## src/rtl/button_events.sv

```systemverilog
`default_nettype none
// ============================================================================
// Module      : button_events
// Description : Turns one debounced button level into registered one-cycle
//               event pulses (press, release, auto-repeat, optional
//               long-press) plus a registered held level. One instance per
//               button, placed between the debouncer and paddle/menu logic.
// Revision    : 1.0 - initial release
// ----------------------------------------------------------------------------
// Parameters
//   TICK_DIV       clock cycles per timing tick (>= 2)
//   REPEAT_DELAY   ticks from o_press to the first o_repeat (>= 1)
//   REPEAT_PERIOD  ticks between subsequent o_repeat pulses (>= 1)
//   LONG_TICKS     ticks from o_press to o_long (>= 1)
// Ports
//   i_clk      in   system clock, single domain
//   i_rst      in   synchronous reset, active-high
//   i_level    in   debounced button level, 1 = pressed
//   o_press    out  one-cycle pulse on a 0->1 level change
//   o_release  out  one-cycle pulse on a 1->0 level change
//   o_repeat   out  one-cycle auto-repeat pulse while held
//   o_long     out  one-cycle pulse once per hold after LONG_TICKS ticks
//   o_held     out  registered pressed level
// Configuration
//   BUTTON_EVENTS_LONG_EN  defined: long-press counter and o_long are built.
//                          undefined: o_long is tied low.
// ============================================================================
module button_events #(
  parameter int TICK_DIV      = 60000,
  parameter int REPEAT_DELAY  = 100,
  parameter int REPEAT_PERIOD = 20,
  parameter int LONG_TICKS    = 200
) (
  input  logic i_clk,
  input  logic i_rst,
  input  logic i_level,
  output logic o_press,
  output logic o_release,
  output logic o_repeat,
  output logic o_long,
  output logic o_held
);

  // --------------------------------------------------------------------------
  // Derived widths and terminal counts
  // --------------------------------------------------------------------------
  localparam int MAX_RPT = (REPEAT_DELAY > REPEAT_PERIOD) ? REPEAT_DELAY : REPEAT_PERIOD;
  localparam int CNT_W   = $clog2(MAX_RPT + 1);
  localparam int PRE_W   = $clog2(TICK_DIV);

  localparam logic [PRE_W-1:0] PRE_LAST = PRE_W'(TICK_DIV - 1);
  localparam logic [CNT_W-1:0] DLY_LAST = CNT_W'(REPEAT_DELAY - 1);
  localparam logic [CNT_W-1:0] PER_LAST = CNT_W'(REPEAT_PERIOD - 1);

  typedef enum logic [1:0] {
    IDLE   = 2'd0,
    DELAY  = 2'd1,
    REPEAT = 2'd2
  } state_t;

  // --------------------------------------------------------------------------
  // Level pipeline and edge detection
  // --------------------------------------------------------------------------
  logic lvl_q;
  logic prev_q;
  logic rise;
  logic fall;

  always_ff @(posedge i_clk) begin
    if (i_rst) begin
      lvl_q  <= 1'b0;
      prev_q <= 1'b0;
    end else begin
      lvl_q  <= i_level;
      prev_q <= lvl_q;
    end
  end

  assign rise = lvl_q & ~prev_q;
  assign fall = ~lvl_q & prev_q;

  // --------------------------------------------------------------------------
  // Event FSM state (declared early so the prescaler can see it)
  // --------------------------------------------------------------------------
  state_t           state;
  logic [CNT_W-1:0] tick_cnt;
  logic             press_now;

  // A press is only accepted from IDLE; the level pipeline makes a rising
  // edge outside IDLE impossible, but gating keeps the FSM self-consistent.
  assign press_now = rise && (state == IDLE);

  // --------------------------------------------------------------------------
  // Tick prescaler
  // Restarted in the press cycle so that every hold-time measurement is an
  // exact multiple of TICK_DIV counted from o_press, independent of where
  // the free-running phase happened to be.
  // --------------------------------------------------------------------------
  logic [PRE_W-1:0] presc;
  logic             tick;

  assign tick = (presc == PRE_LAST);

  always_ff @(posedge i_clk) begin
    if (i_rst) begin
      presc <= '0;
    end else if (press_now || tick) begin
      presc <= '0;
    end else begin
      presc <= presc + 1'b1;
    end
  end

  // --------------------------------------------------------------------------
  // Event FSM with registered outputs
  // A falling edge has priority over any timer expiry in the same cycle, so
  // o_release never shares a cycle with o_repeat.
  // --------------------------------------------------------------------------
  always_ff @(posedge i_clk) begin
    if (i_rst) begin
      state     <= IDLE;
      tick_cnt  <= '0;
      o_press   <= 1'b0;
      o_release <= 1'b0;
      o_repeat  <= 1'b0;
      o_held    <= 1'b0;
    end else begin
      o_press   <= 1'b0;
      o_release <= 1'b0;
      o_repeat  <= 1'b0;
      o_held    <= lvl_q;

      case (state)
        IDLE: begin
          if (rise) begin
            o_press  <= 1'b1;
            tick_cnt <= '0;
            state    <= DELAY;
          end
        end

        DELAY: begin
          if (fall) begin
            o_release <= 1'b1;
            tick_cnt  <= '0;
            state     <= IDLE;
          end else if (tick) begin
            if (tick_cnt == DLY_LAST) begin
              o_repeat <= 1'b1;
              tick_cnt <= '0;
              state    <= REPEAT;
            end else begin
              tick_cnt <= tick_cnt + 1'b1;
            end
          end
        end

        REPEAT: begin
          if (fall) begin
            o_release <= 1'b1;
            tick_cnt  <= '0;
            state     <= IDLE;
          end else if (tick) begin
            if (tick_cnt == PER_LAST) begin
              o_repeat <= 1'b1;
              tick_cnt <= '0;
            end else begin
              tick_cnt <= tick_cnt + 1'b1;
            end
          end
        end

        default: begin
          tick_cnt <= '0;
          state    <= IDLE;
        end
      endcase
    end
  end

  // --------------------------------------------------------------------------
  // Optional long-press detector
  // Counts ticks since o_press and saturates at LONG_TICKS, so exactly one
  // o_long is produced per hold no matter how long the button stays down.
  // --------------------------------------------------------------------------
`ifdef BUTTON_EVENTS_LONG_EN
  localparam int LONG_W = $clog2(LONG_TICKS + 1);

  localparam logic [LONG_W-1:0] LONG_SAT  = LONG_W'(LONG_TICKS);
  localparam logic [LONG_W-1:0] LONG_LAST = LONG_W'(LONG_TICKS - 1);

  logic [LONG_W-1:0] long_cnt;

  always_ff @(posedge i_clk) begin
    if (i_rst) begin
      long_cnt <= '0;
      o_long   <= 1'b0;
    end else begin
      o_long <= 1'b0;
      if (press_now || fall) begin
        // Release wins over a coincident expiry: the counter clears and
        // no pulse is issued.
        long_cnt <= '0;
      end else if ((state != IDLE) && tick && (long_cnt != LONG_SAT)) begin
        long_cnt <= long_cnt + 1'b1;
        if (long_cnt == LONG_LAST) begin
          o_long <= 1'b1;
        end
      end
    end
  end
`else
  // LONG_TICKS stays in the parameter list so both builds share one
  // instantiation; it has no effect here and the term below is constant 0.
  assign o_long = 1'b0 & (LONG_TICKS < 0);
`endif

endmodule
`default_nettype wire

```

## config.mk

```make
export PLATFORM = sky130hd
export DESIGN_NAME = button_events
export DESIGN_NICKNAME = d
export VERILOG_FILES = /design/src/rtl/button_events.sv
export SDC_FILE = /design/constraint.sdc
export NUM_CORES = 1
export LEC_CHECK = 0
export CORE_ASPECT_RATIO = 0.75
export CORE_MARGIN = 8
export CORE_UTILIZATION = 60
export CTS_CLUSTER_DIAMETER = 120
export CTS_CLUSTER_SIZE = 28
export DETAILED_ROUTE_END_ITERATION = 16
export GPL_TIMING_DRIVEN = 0
export PLACE_DENSITY = 0.91
export RECOVER_POWER = 100
export SLEW_MARGIN = 20
export SYNTH_ARGS = -nofsm -noshare
export SYNTH_HDL_FRONTEND = slang
export SYNTH_SLANG_ARGS = --single-unit
```

## constraint.sdc

```tcl
create_clock -name i_clk -period 5.2 [get_ports i_clk]
set_input_delay 0.78 -clock i_clk [delete_from_list [all_inputs] [get_ports i_clk]]
set_output_delay 0.78 -clock i_clk [all_outputs]
set_load 0.02 [all_outputs]
```

### Word-level counts from Yosys, hierarchy flattened

Index checks and enable logic that the tools add are counted.

* flip-flop bits (word level): 30
* bits of input ports: 3
* output and inout bits: 5
* logic and storage cells: 58

* add/sub/neg operators: 2
* equal/unequal tests: 10
* multiplexer cells: 23
* bitwise gates (word level): 6
* reductions and logical operators: 9

Operators by type and width (count)
* 2-to-1 mux 7 bit: 7
* case mux 7 bit (3 select lines): 1
* adder 16 x 1 -> 16 bit (second input constant): 1
* == test 16 bit (second input constant): 1
* 2-to-1 mux 2 bit: 5
* != test 3 bit (second input constant): 3
* 2-to-1 mux 1 bit: 8
* OR reduction 2 bit: 4
* adder 7 x 1 -> 7 bit (second input constant): 1
* == test 7 x 5 -> 1 bit (second input constant): 1
* == test 7 bit (second input constant): 1
* case mux 2 bit (3 select lines): 1
* != test 2 bit (second input constant): 2
* inverter 1 bit: 4
* AND reduction 4 bit: 1
* AND reduction 3 bit: 1
* bitwise AND 1 bit: 2
* == test 2 x 1 -> 1 bit (second input constant): 1
* == test 2 bit (second input constant): 1
* logical NOT 2 bit: 1
* case mux 1 bit (2 select lines): 1
* logical AND 1 bit: 1
* logical OR 1 bit: 1

### Longest topological paths before layout

Gate-level depths: netlist of the first run.

* depth in word-level cells: 5
* depth in mapped cells: 6
* depth with buffers taken out: 6

### Worst setup path before layout of the first run

Ideal clock, no wire load.

* path kind: input to register
* from: in i_rst
* to: reg presc[10]
* library setup time: 0.064 ns
* arrival: 1.862 ns
* required time: 5.136 ns
* path slack: 3.274 ns
* stages: 5
* path buffers: 2
* cell sequence: clkdlybuf4s50_2 a31oi_1 nand2_1 buf_6 nor2_1

* word-level cells in the longest chain between the ends: 1

Ends and longest elaborated chain
* from (decl): line 35 `input logic i_rst,`
* OR reduction 2 bit (no line)
* to (signal assigned): line 110 `presc <= presc + 1'b1;`
* to (decl): line 99 `logic [PRE_W-1:0] presc;`

Every way passes these cells.
A chain may end at the register's enable or synchronous reset.

### Final worst setup path of the first run

* from: reg tick_cnt[0]
* to: reg tick_cnt[5]

* word-level cells in the longest chain between the ends: 5
* elaborated cells on any way between the ends: 10
* those cells by class: 1 x add/sub; 2 x eq/ne; 7 x mux

Ends and longest elaborated chain
* from (decl): line 86 `logic [CNT_W-1:0] tick_cnt;`
* from (signal assigned): line 153 `tick_cnt <= tick_cnt + 1'b1;`
* from (signal assigned): line 168 `tick_cnt <= tick_cnt + 1'b1;`
* adder 7 x 1 -> 7 bit (tied with other cells): line 153, 168
* 2-to-1 mux 7 bit, on equally long branches: line 164, 148
* 2-to-1 mux 7 bit, on equally long branches: line 163, 147
* 2-to-1 mux 7 bit, on equally long branches: line 159, 143
* case mux 7 bit (3 select lines) *: line 133 `case (state)`

Mark *: on every way between the ends. The rest lies on a longest branch, timed or not. The select of a mux whose other input is x is not followed.

==> flow_metrics.py, run 1 <==
metrics = {
    "run_status": {
        "status": "finished, final reports clean",
    },
    "synthesis": {
        "async_reset_ff_frac": 0,
        "yosys.area.top_type_share": 0.409,
        "synth_area_leaders": "dfxtp_1 41%, nor2_1 5.1%, xnor2_1 4.8%",
        "yosysWarnings": 0,
        "yosys.area.top_type": "dfxtp_1",
        "synth.net_count": 174,
        "synth_enable_flop_cells": 0,
        "postSynthCellCount": 166,
        "synth_common_cells": "30 x dfxtp_1, 20 x nor2_1, 13 x nand2_1",
        "syn_area_um2": 1470,
        "yosysMostFrequentCell": "dfxtp_1",
        "avgSynthCellArea_um2": 8.85,
        "synth_seq_area_share": 0.409,
        "yosys_register_bits": 30,
        "ys.flop_type": "dfxtp_1",
        "ys_types": 41,
    },
    "cts": {
        "numCtsBuffers": 5,
        "clock_latency_ns": 0.34,
        "cts_root_buf": "clkbuf_4",
        "clockBufferDepth": 2,
        "htree_levels": 2,
        "clkTransAtPathRegs_ns": 0.08,
        "clock_sinks": 30,
        "postCtsHoldBufs": 0,
        "cts_tree": "done",
        "post_cts_resized": 0,
        "cts_setup_buffers": 0,
    },
    "global_route": {
        "grt_max_degree": 11,
        "grt_pass1_wl_um": 5200,
        "antenna_found_initial": 0,
        "grt_pass1_vias": 1165,
        "grtUsageTotal": 0.160,
        "overflow": 0,
    },
    "cells_and_area": {
        "finish.instance_area_um2": 1570,
        "area_growth_pct": 7.07,
        "diodes": 0,
        "final_layout_size_suffix_gt1_frac": 0.0562,
        "nNetsFinal": 186,
        "layout.cells.non_filler": 212,
        "final_util": 0.681,
    },
    "floorplan": {
        "initial_core_util": 0.636,
        "rows": 15,
        "core-area_um2": 2310,
        "dieArea_um2": 4300,
        "ios": 8,
        "fp.dieH_um": 58.9,
        "die_x_um": 73.1,
    },
    "power_and_ir_drop": {
        "vdd_drop_max_mv": 0.167,
        "p_leak_nw": 0.522,
        "p_per_area_nw_per_um2": 254,
        "finalPower_mw": 0.399,
    },
    "sta": {
        "max-slew-margin-rel": 0.529,
        "rsz0062_at_grt": "no",
        "slew_viol_final": 0,
        "finalCritPeriodShare": 0.431,
        "finalSetupViolCount": 0,
        "fmax_mhz": 446,
        "hold_slack_ns": 0.453,
        "setup_tns_ns": 0,
        "skew_ns": 0.0120,
        "setup_ws_ns": 2.96,
        "hold_viol_final": 0,
        "period_needed_ns": 2.24,
        "worst_pin_slew_ns": 0.706,
    },
    "critical_path": {
        "critPathSlowestCell": "or3b_1",
        "cp_cell_sequence": "ha_1 -> or3b_1 -> o41ai_1 -> a21oi_1 -> nand2_1 -> o32ai_1",
        "crit_path_max_fanout": 8,
        "crit_arrival_ns": 2.44,
        "cp_data_required_time_ns": 5.40,
        "startpoint_type": "flop",
        "crit_path_end_kind": "flop",
        "critPathMaxStageDelay_ns": 0.42,
        "critical_path_class": "flop to flop",
    },
    "detailed_routing": {
        "via_per_inst": 5.73,
        "drt-total-wl_um": 3060,
        "remaining_drc_errors": 0,
        "wl_per_cell_um": 14.4,
        "dr_total_vias": 1214,
        "drtAntennaViolNets": 0,
        "dr.pass1.iters": 4,
        "dr.first_iter.drc_count": 114,
    },
    "placement": {
        "dp_worst_setup_slack_ns": 2.94,
        "port_buffers": 5,
        "place_hpwl_um": 2210,
        "dp_cells": 205,
        "placed_area_um2": 1560,
        "gp_congestion": 0.864,
    },
    "min_path": {
        "hold_class": "flop to flop",
    },
    "flow_run": {
        "drv_cap": 0,
    },
}
[flip-flops by register name, indices dropped and copies added, names as in the netlist]
register / cells
lvl_q: 1
o_held: 1
presc: 16
o_repeat: 1
o_release: 1
tick_cnt: 7
state: 2
o_press: 1
[final cells by class]
class / count / area, µm²
multi-input combinational: 122 / 772
buffer: 4 / 25.0
inverter: 10 / 37.5
timing repair buffer: 5 / 50.0
tap: 34 / 42.5
sequential: 30 / 601
fill: 203 / 736
clock buffer: 7 / 45.0
[per-layer routing]
layer,GRT usage,vias to the layer above,wire (µm)
met4,0.0938,0,53
met1,0.191,552,1410
met3,0.0864,8,261
li1,-,603,-
met2,0.221,51,1340
met5,0,-,0
[cell usage in the layout, fill, tap and decap left out, drive strengths merged, types with 6 or more instances in the layout]
cell / count
dfxtp: 30
nor2: 20
nand2: 13
a21oi: 11
inv: 10
or3: 9
clkbuf: 9
xnor2: 8
nand3: 7
xor2: 6
[kinds of logic after synthesis]
| group | count (synthesis) | synth area share |
|---|---|---|
| and+or+nand+nor | 75 | 0.293 |
| DFF | 30 | 0.409 |
| AOI/OAI and AO/OA | 27 | 0.116 |
| xor gates and xnor gates | 14 | 0.0835 |
| buffers and inverters | 14 | 0.0537 |
| adders and majority gates | 5 | 0.0426 |
| other | 1 | 0.00255 |
[path summary, 6_finish.rpt]
kind,from,endpoint,slack [ns],depth (start not counted)
worst min-delay path,presc[0]$_SDFF_PP0_,presc[0]$_SDFF_PP0_,0.45,1
worst max register to register,tick_cnt[0]$_SDFFE_PP0P_,tick_cnt[5]$_SDFFE_PP0P_,2.96,6
worst max-delay path,tick_cnt[0]$_SDFFE_PP0P_,tick_cnt[5]$_SDFFE_PP0P_,2.96,6
worst min register to register,presc[0]$_SDFF_PP0_,presc[0]$_SDFF_PP0_,0.45,1
[critical path, delay by kind of cell (launching register included)]
| kind | cells | cell delay (ns) |
|---|---|---|
| AO/OA/AOI/OAI | 3 | 0.83 |
| adder cells (fa/ha/maj) | 1 | 0.25 |
| flip-flops | 1 | 0.38 |
| AND/OR/NAND/NOR | 2 | 0.66 |
[where the power goes]
part / internal [mW] / switching (mW) / leakage, nW
Clock: 0.0508 / 0.0741 / 0.0254
Sequential: 0.234 / 0.00310 / 0.243
Combinational: 0.0130 / 0.0248 / 0.254
No activity file was read; power rests on OpenSTA's default activity.
==> run 2: changes to the inputs <==
--- a/config.mk
+++ b/config.mk
@@ -7,12 +7,12 @@
 export LEC_CHECK = 0
 export CORE_ASPECT_RATIO = 0.75
 export CORE_MARGIN = 8
-export CORE_UTILIZATION = 60
+export CORE_UTILIZATION = 52
 export CTS_CLUSTER_DIAMETER = 120
 export CTS_CLUSTER_SIZE = 28
 export DETAILED_ROUTE_END_ITERATION = 16
 export GPL_TIMING_DRIVEN = 0
-export PLACE_DENSITY = 0.91
+export PLACE_DENSITY = 0.85
 export RECOVER_POWER = 100
 export SLEW_MARGIN = 20
 export SYNTH_ARGS = -nofsm -noshare
==> constraint.sdc (replaced) <==
create_clock -name i_clk -period 2 [get_ports i_clk]
set_input_delay 0.3 -clock i_clk [delete_from_list [all_inputs] [get_ports i_clk]]
set_output_delay 0.3 -clock i_clk [all_outputs]
set_load 0.02 [all_outputs]
==> run 2 against run 1 <==
Critical path depth stayed put. Worst hold slack better by 0.017 ns. Register-to-register slack worse by 2.9 ns. First-iteration DRC count is 13% lower. Global-route usage is 2.1 points lower. Power grew to 3.7 times the previous value. Cell count is 1.4% higher. Non-clock buffer count stayed put. Die area is 12% higher. Combinational power grew to 2.8 times the previous value. Largest cell class unchanged. Clock-buffer cell count is 1 lower. Highest routed layer unchanged.
==> flow_metrics.py, run 2 (synthesis gave the netlist of run 1 again) <==
metrics = {
    "detailed_routing": {
        "dr.first_iter.drc_count": 99,
        "drtAntennaViolNets": 0,
        "remaining_drc_errors": 0,
        "dr_total_vias": 1234,
        "wl_per_cell_um": 14.7,
        "drt-total-wl_um": 3160,
        "dr.pass1.iters": 5,
        "via_per_inst": 5.74,
    },
    "global_route": {
        "grt_pass1_vias": 1176,
        "grt_util_met1": 0.148,
        "grtUsageTotal": 0.139,
        "use_met3": 0.0589,
        "antenna_found_initial": 0,
        "grt.busiest_layer": "met2",
        "overflow": 0,
        "grt_max_degree": 11,
        "grt.met2_usage": 0.233,
        "grt_pass1_wl_um": 5160,
    },
    "cts": {
        "numCtsBuffers": 5,
        "clockBufferDepth": 2,
        "cts_setup_buffers": 0,
        "cts_root_buf": "clkbuf_8",
        "postCtsHoldBufs": 0,
        "clock_sinks": 30,
        "clkTransAtPathRegs_ns": 0.07,
        "clock_latency_ns": 0.29,
        "cts_tree": "done",
        "htree_levels": 2,
    },
    "floorplan": {
        "dieArea_um2": 4800,
        "rows": 16,
        "fp.dieH_um": 62.0,
        "core-area_um2": 2640,
        "ios": 8,
        "initial_core_util": 0.556,
        "die_x_um": 77.4,
    },
    "critical_path": {
        "crit_arrival_ns": 2.16,
        "cp_data_required_time_ns": 2.21,
        "crit_path_end_kind": "flop",
        "crit_path_max_fanout": 4,
        "startpoint_type": "flop",
        "critical_path_class": "flop to flop",
    },
    "flow_run": {
        "drv_cap": 0,
    },
    "placement": {
        "gp_congestion": 0.810,
        "port_buffers": 5,
        "dp_worst_setup_slack_ns": -0.0611,
        "dp_cells": 207,
        "place_hpwl_um": 2150,
    },
    "cells_and_area": {
        "final_util": 0.662,
        "final_common_cell": "dfxtp_1",
        "area_growth_pct": 19.1,
        "largest_reg_flops": 16,
        "nNetsFinal": 186,
        "layout.cells.non_filler": 215,
        "final_layout_size_suffix_gt1_frac": 0.134,
        "top_regs": "presc: 16 flops, tick_cnt: 7 flops, state: 2 flops",
        "n_fill_cell": 229,
        "layout_common_cells": "29 x dfxtp_1, 20 x nor2_1, 12 x nand2_1, 10 x inv_1, 10 x a21oi_1",
        "diodes": 0,
        "largest-register": "presc",
    },
    "power_and_ir_drop": {
        "p_per_area_nw_per_um2": 851,
        "vdd_drop_max_mv": 0.703,
        "p_leak_nw": 0.587,
    },
    "sta": {
        "skew_ns": 0.0105,
        "setup_ws_ns": 0.0472,
        "finalSetupViolCount": 0,
        "fmax_mhz": 512,
        "finalCritPeriodShare": 0.976,
        "period_needed_ns": 1.95,
        "slew_viol_final": 0,
        "hold_viol_final": 0,
    },
    "min_path": {
        "hold_class": "flop to flop",
    },
    "run_status": {
        "status": "finished, final reports clean",
    },
}
[run 2: layout make-up]
| type | instances | area, µm² | share of cell area |
|---|---|---|---|
| inverters | 10 | 37.5 | 0.0215 |
| plain buffers | 4 | 32.5 | 0.0186 |
| flip-flops and latches | 30 | 602 | 0.344 |
| clock buffers | 6 | 82.6 | 0.0472 |
| repair buffers | 5 | 50.0 | 0.0286 |
| multi-input cells | 122 | 840 | 0.480 |
| clock inverters | 2 | 60.1 | 0.0343 |
| well taps | 36 | 45.0 | 0.0258 |
[run 2: repair_timing]
item | 4_1_cts | 5_1_grt
pin swaps | 0 | 2
gates resized for setup | 1 | 8
setup endpoints to repair | 4 | 19
hold endpoints to repair | 0 | 0
[run 2: metal layers]
metal	up-vias	part of all wire
met1	589	0.43
met5	-	0
met2	33	0.50
met3	6	0.052
li1	606	-
met4	0	0.021
[run 2: metrics by stage]
step	total power [mW]	setup TNS, ns	hold WS, ns	cell area (µm²)
6_report	1.49	0	0.470	1750
5_1_grt	1.54	-0.0900	0.513	1750
4_1_cts	1.50	0	0.471	1710
3_5_place_dp	0.730	-0.198	0.461	1560
3_3_place_gp	0.724	0	0.433	1560
2_1_floorplan	0.703	0	0.417	1470
[run 2: path summary, 6_finish.rpt]
| kind | from | cells after the start | end | slack (ns) |
|---|---|---|---|---|
| setup / recovery | tick_cnt[1]$_SDFFE_PP0P_ | 6 | state[1]$_SDFFE_PP0P_ | 0.05 |
| hold reg to reg | tick_cnt[0]$_SDFFE_PP0P_ | 2 | tick_cnt[0]$_SDFFE_PP0P_ | 0.47 |
| hold / removal | tick_cnt[0]$_SDFFE_PP0P_ | 2 | tick_cnt[0]$_SDFFE_PP0P_ | 0.47 |
| setup reg to reg | tick_cnt[1]$_SDFFE_PP0P_ | 6 | state[1]$_SDFFE_PP0P_ | 0.05 |
[run 2: where the power goes]
part	internal (mW)	switching [mW]
clock	0.531	0.237
sequential	0.608	0.00845
combinational	0.0391	0.0652
[run 2: critical path, stage by stage (launching register included)]
cell	delay, ns
dfxtp_1	0.36
ha_2	0.21
or3b_4	0.45
nor3_4	0.20
a31oi_2	0.15
or3_1	0.37
a21oi_1	0.13
